<file path="config.mk">
export PLATFORM = sky130hd
export DESIGN_NAME = cache_axi_rd_arbiter
export DESIGN_NICKNAME = d
export VERILOG_FILES = /design/src/rtl/cache_axi_rd_arbiter.sv
export SDC_FILE = /design/constraint.sdc
export NUM_CORES = 1
export LEC_CHECK = 0
export CAP_MARGIN = 20
export CORE_MARGIN = 2
export CORE_UTILIZATION = 38
export DETAILED_ROUTE_END_ITERATION = 10
export GPL_TIMING_DRIVEN = 0
export PLACE_DENSITY = 0.86
export SLEW_MARGIN = 10
export SYNTH_ARGS = -nofsm -noshare
export SYNTH_HDL_FRONTEND = slang
export SYNTH_SLANG_ARGS = --single-unit
</file>
<file path="constraint.sdc">
create_clock -name clk -period 2.9 [get_ports clk]
set_clock_uncertainty 0.15 [all_clocks]
set_input_delay 0.435 -clock clk [delete_from_list [all_inputs] [get_ports clk]]
set_output_delay 0.435 -clock clk [all_outputs]
set_load 0.01 [all_outputs]
</file>
<file path="src/rtl/cache_axi_rd_arbiter.sv">
// cache_axi_rd_arbiter: shares one AXI AR/R channel among cache read requesters.
// Define CACHE_ARB_RR_EN for round-robin grant; default is fixed priority.
module cache_axi_rd_arbiter #(
  parameter int NUM_REQ       = 4,
  parameter int LINE_WORD_NUM = 4,
  parameter int ID_WIDTH      = 4
) (
  input  logic                       clk,
  input  logic                       resetn,
  input  logic [NUM_REQ-1:0]         req_valid,
  input  logic [NUM_REQ*32-1:0]      req_addr,
  input  logic [NUM_REQ-1:0]         req_line,
  output logic [NUM_REQ-1:0]         req_rdy,
  output logic [NUM_REQ-1:0]         ret_valid,
  output logic [LINE_WORD_NUM*32-1:0] ret_data,
  output logic [ID_WIDTH-1:0]        arid,
  output logic [31:0]                araddr,
  output logic [7:0]                 arlen,
  output logic [2:0]                 arsize,
  output logic [1:0]                 arburst,
  output logic                       arvalid,
  input  logic                       arready,
  input  logic [ID_WIDTH-1:0]        rid,
  input  logic [31:0]                rdata,
  input  logic [1:0]                 rresp,
  input  logic                       rlast,
  input  logic                       rvalid,
  output logic                       rready
);

  localparam int GW = (NUM_REQ > 1) ? $clog2(NUM_REQ) : 1;
  localparam int CW = (LINE_WORD_NUM > 1) ? $clog2(LINE_WORD_NUM) : 1;
  localparam logic [CW-1:0] CNT_MAX = CW'(LINE_WORD_NUM - 1);
  localparam logic [31:0] LINE_MASK = ~(32'(LINE_WORD_NUM * 4) - 32'd1);

  typedef enum logic [1:0] {
    IDLE,
    AR,
    R,
    DONE
  } state_t;

  state_t state;
  logic [GW-1:0] gnt;
  logic [CW-1:0] cnt;
  logic [LINE_WORD_NUM*32-1:0] line_buf;
  logic [GW-1:0] pick;
  logic [31:0] pick_addr;

  logic unused_r;
  assign unused_r = ^{rid, rresp};

  assign ret_data  = line_buf;
  assign pick_addr = req_addr[32*pick +: 32];

`ifdef CACHE_ARB_RR_EN
  logic [GW-1:0] rr_ptr;
  int idx;

  // Descending scan so the requester nearest the pointer wins last.
  always_comb begin
    pick = '0;
    idx  = 0;
    for (int k = NUM_REQ - 1; k >= 0; k--) begin
      idx = (int'(rr_ptr) + k) % NUM_REQ;
      if (req_valid[idx]) pick = GW'(idx);
    end
  end

  always_ff @(posedge clk) begin
    if (!resetn) begin
      rr_ptr <= '0;
    end else if (state == IDLE && |req_valid) begin
      rr_ptr <= (pick == GW'(NUM_REQ - 1)) ? '0 : pick + GW'(1);
    end
  end
`else
  always_comb begin
    pick = '0;
    for (int k = NUM_REQ - 1; k >= 0; k--) begin
      if (req_valid[k]) pick = GW'(k);
    end
  end
`endif

  always_ff @(posedge clk) begin
    if (!resetn) begin
      state     <= IDLE;
      gnt       <= '0;
      cnt       <= '0;
      line_buf  <= '0;
      req_rdy   <= '0;
      ret_valid <= '0;
      arid      <= '0;
      araddr    <= '0;
      arlen     <= '0;
      arsize    <= '0;
      arburst   <= '0;
      arvalid   <= 1'b0;
      rready    <= 1'b0;
    end else begin
      req_rdy   <= '0;
      ret_valid <= '0;
      unique case (state)
        IDLE: begin
          if (|req_valid) begin
            gnt     <= pick;
            req_rdy <= NUM_REQ'(1) << pick;
            arid    <= ID_WIDTH'(pick);
            araddr  <= req_line[pick] ? (pick_addr & LINE_MASK) : pick_addr;
            arlen   <= req_line[pick] ? 8'(LINE_WORD_NUM - 1) : 8'd0;
            arsize  <= 3'b010;
            arburst <= 2'b01;
            arvalid <= 1'b1;
            state   <= AR;
          end
        end
        AR: begin
          if (arvalid && arready) begin
            arvalid <= 1'b0;
            rready  <= 1'b1;
            cnt     <= '0;
            state   <= R;
          end
        end
        R: begin
          if (rvalid) begin
            line_buf[32*cnt +: 32] <= rdata;
            // Surplus beats keep landing in the last word.
            if (cnt != CNT_MAX) cnt <= cnt + CW'(1);
            if (rlast) begin
              rready    <= 1'b0;
              ret_valid <= NUM_REQ'(1) << gnt;
              state     <= DONE;
            end
          end
        end
        DONE: begin
          state <= IDLE;
        end
        default: begin
          state <= IDLE;
        end
      endcase
    end
  end

endmodule
</file>
==> results.txt <==
----------------------------------------------------
[Yosys]
  Post-synthesis adder-cell area fraction ... 0.0135
  Compound-Gate Fraction of Synth Area ... 0.185
  Mux share of post-synthesis cell area ... 0.103
  Largest cells by area after synthesis ... sky130_fd_sc_hd__dfxtp_1, sky130_fd_sc_hd__a22oi_1, sky130_fd_sc_hd__nor2b_1, sky130_fd_sc_hd__mux4_2, sky130_fd_sc_hd__a22o_1
  XOR/XNOR share of the synthesized area ... 0
  Post-synth top area cell ... sky130_fd_sc_hd__dfxtp_1
  Synth async-reset ratio ... 0
  Synth cell count leaders ... sky130_fd_sc_hd__dfxtp_1, sky130_fd_sc_hd__nor2b_1, sky130_fd_sc_hd__a22oi_1, sky130_fd_sc_hd__a22o_1
  Primary flip-flop cell chosen by synthesis mapping ... sky130_fd_sc_hd__dfxtp_1
  Sequential area share after synthesis ... 0.482
  Area share of the leading cell type in the synthesized netlist ... 0.482
  Synth Instances ... 661
  Number of flops mapped to enable cells by yosys ... 0
  Synth Warn # ... 0
  Cell with the most instances after synthesis ... sky130_fd_sc_hd__dfxtp_1
  Simple-Gate Fraction of Synth Area ... 0.156
  Post-Syn Area ... 7390 um2
  Mean post-synth cell area ... 11.2 um2
  Number of distinct library cells after synthesis ... 43
  Total of flip-flops plus latches after synthesis ... 178
  Combinational family with the most area after synthesis ... compound AO/OA/AOI/OAI gates

[Clock network]
  Number of buffers added for setup after CTS ... 0
  Maximum clock path buffer count ... 2
  TritonCTS clock tree ... yes
  Total number of clock tree sinks ... 178
  CTS hold repair buffers ... 0
  Clock tree root buffer cell ... sky130_fd_sc_hd__clkbuf_16
  Num CTS Buffers ... 17
  Clock Latency Late Sink ... 410 ps
  H-tree levels ... 4
  Worst-path clk slew ... 80 ps
  Quantity of gates resized following cts ... 0

[Die]
  Initial standard-cell utilization of the core ... 0.384
  I/O Pins ... 366
  Die area ... 20,600 um2
  Count of standard-cell rows ... 51
  Die height ... 143 um
  Width of the chip ... 143 um
  Core Area ... 19,300 um2

[Timing]
  Sum of negative setup slack ... 0 ps
  Post-layout worst setup margin ... 312 ps
  Final hold violation count ... 0
  Portion of the clock cycle consumed by the worst path in the final layout ... 0.892
  Final setup violation count ... 0
  Worst relative slew slack ... 0.561
  Least-Margin Pin Slew ... 655 ps
  Setup repair after global routing missed its margin ... no
  Fin. max-slew vios ... 0
  F_max ... 386 MHz
  Shortest period the worst path allows ... 2590 ps

[Placed design]
  PortBufs ... 347
  Detail Placement HPWL ... 20,700 um
  Inst Count DP ... 1,283
  Pre-CTS setup slack ... 73.9 ps
  Final Wtd Congestion ... 0.934

[Global route]
  Overall Global Routing Usage ... 0.252
  Sum of overflow across all layers after global routing ... 0
  Via count of the first global-routing pass ... 6,851
  Initial antenna violation count ... 4
  Global-route wire length before repair ... 39,300 um
  Maximum number of pins on one net before global-route repair ... 22

[Drt]
  Uppermost signal routing layer after detailed routing ... met5
  Wire length on met1 ... 9790 um
  Average wire per cell in the routed design ... 20.4 um
  Detailed-route wire length ... 26,900 um
  Routed met3 length ... 2490 um
  Iteration-0 DRC Markers ... 280
  Vias per inst ... 5.22
  Number of detailed-routing iterations run before antenna repair ... 6
  Vias ... 6,891
  Number of routed nets with antenna violations ... 0
  Number of design rule violations left after detail routing ... 0
  Wire length on met2 ... 13,800 um

[Status]
  Result of the run ... finished, final reports clean

[Worst hold path]
  Startpoint of the lowest-slack hold path ... araddr[9]
  Hold Path End ... araddr[9]
  Hold-critical path depth ... 1
  Worst hold path class ... flop to flop

[Setup path]
  Type of origin of the critical path ... flop
  Critical path fanouts, max ... 10
  R2R cell count ... 7
  Critical Path Source ... cnt[0]
  Setup slack of the worst register-to-register path ... 310 ps
  Data required time of the worst path ... 3120 ps
  Critical path start-end classification ... flop to flop
  Worst endpoint data arrival time ... 2800 ps
  Endpoint type of the worst setup path ... flop
  FF-to-FF End ... ret_data[94]
  Critical R2R Launch ... cnt[0]

[Cells and area]
  Fraction of final layout cells with drive strength greater than 1 ... 0.103
  Final net count ... 1,224
  Layout area overhead ... 60.5%
  Non-filler cells in the finished layout ... 1,319

[Power and ir drop]
  Static Leak ... 4.17 nW
  Largest voltage drop on the vdd net ... 0.000357 V
  Power per standard cell area ... 583 nW/um2

[Run]
  Max-capacitance violation count ... 0

----------------------------------------------------
-- power breakdown --
| part | total (mW) | internal [mW] | switching, mW |
|---|---|---|---|
| logic | 1.70 | 0.990 | 0.712 |
| clock network | 2.39 | 1.19 | 1.20 |
| registers | 2.82 | 2.67 | 0.148 |
-- sequential cells by signal, indices dropped and copies added (netlist names), 2 cells and up --
| signal | flops |
|---|---|
| araddr | 32 |
| arid | 2 |
| state | 2 |
| ret_data | 128 |
| cnt | 2 |
| req_rdy | 4 |
| ret_valid | 4 |
-- area by class of cell --
class / instances / area [um2]
tap: 265 / 332
clock inverter: 15 / 195
multi-input combinational: 419 / 3420
timing repair buffer: 347 / 3470
buffer: 70 / 434
inverter: 4 / 15.0
clock buffer: 17 / 425
antenna: 4 / 10.0
sequential: 178 / 3560
fill: 1571 / 7410
-- cells in the final DEF (no fill, tap or decap), drive strengths merged, types with 2 or more instances in the layout --
cell,synthesis,final
a21boi,6,6
a21oi,4,4
a22o,32,32
a22oi,126,126
and2,3,3
and3,5,5
buf,43,43
clkbuf,27,44
clkdlybuf4s50,0,347
clkinv,0,6
conb,1,11
dfxtp,178,178
diode,0,4
ha,8,8
inv,4,12
mux2i,2,2
mux4,32,32
nand2,14,14
nand2b,4,4
nand3,4,4
nor2,9,9
nor2b,133,133
nor3,4,4
nor3b,2,2
nor4,4,4
o21a,2,2
o31ai,2,2
-- stage by stage --
stage | hold WS [ps] | total power, mW | utilization | instance area, um2
4_1_cts | 334 | 6.96 | 0.615 | 11900
3_3_place_gp | 305 | 4.54 | 0.583 | 11200
2_1_floorplan | 334 | 3.65 | - | 7430
3_5_place_dp | 315 | 4.58 | 0.583 | 11200
5_1_grt | 341 | 7.19 | 0.616 | 11900
6_report | 330 | 6.92 | 0.616 | 11900
-- metal layers --
layer  GRT usage  vias to the layer above
met5           0                        -
li1            -                     3176
met2       0.452                      336
met1       0.272                     3325
met4      0.0991                        2
met3      0.0836                       52
-- worst max-delay path: stages, from the launching register on --
cell and delay (ps):
sky130_fd_sc_hd__dfxtp_1 510, sky130_fd_sc_hd__inv_2 150, sky130_fd_sc_hd__ha_1 430, sky130_fd_sc_hd__nand2b_1 150, sky130_fd_sc_hd__nor4_1 510, sky130_fd_sc_hd__buf_2 380
sky130_fd_sc_hd__a22oi_1 130, sky130_fd_sc_hd__nor2b_1 140
-- how the worst max path moves through the flow --
| stage | end | cells past startpoint |
|---|---|---|
| global route | ret_data[94] | 7 |
| finish | ret_data[94] | 7 |
| CTS | ret_data[94] | 7 |
| detailed placement | araddr[4] | 6 |
| global placement | araddr[4] | 6 |
| floorplan | araddr[12] | 6 |
-- cells by family after synthesis --
group,after synthesis
compound gates,178
fa+ha+maj,8
buf+inv,74
flops,178
mux,34
other cells,1
simple gates,188
Power figures use the tool's default switching activity.
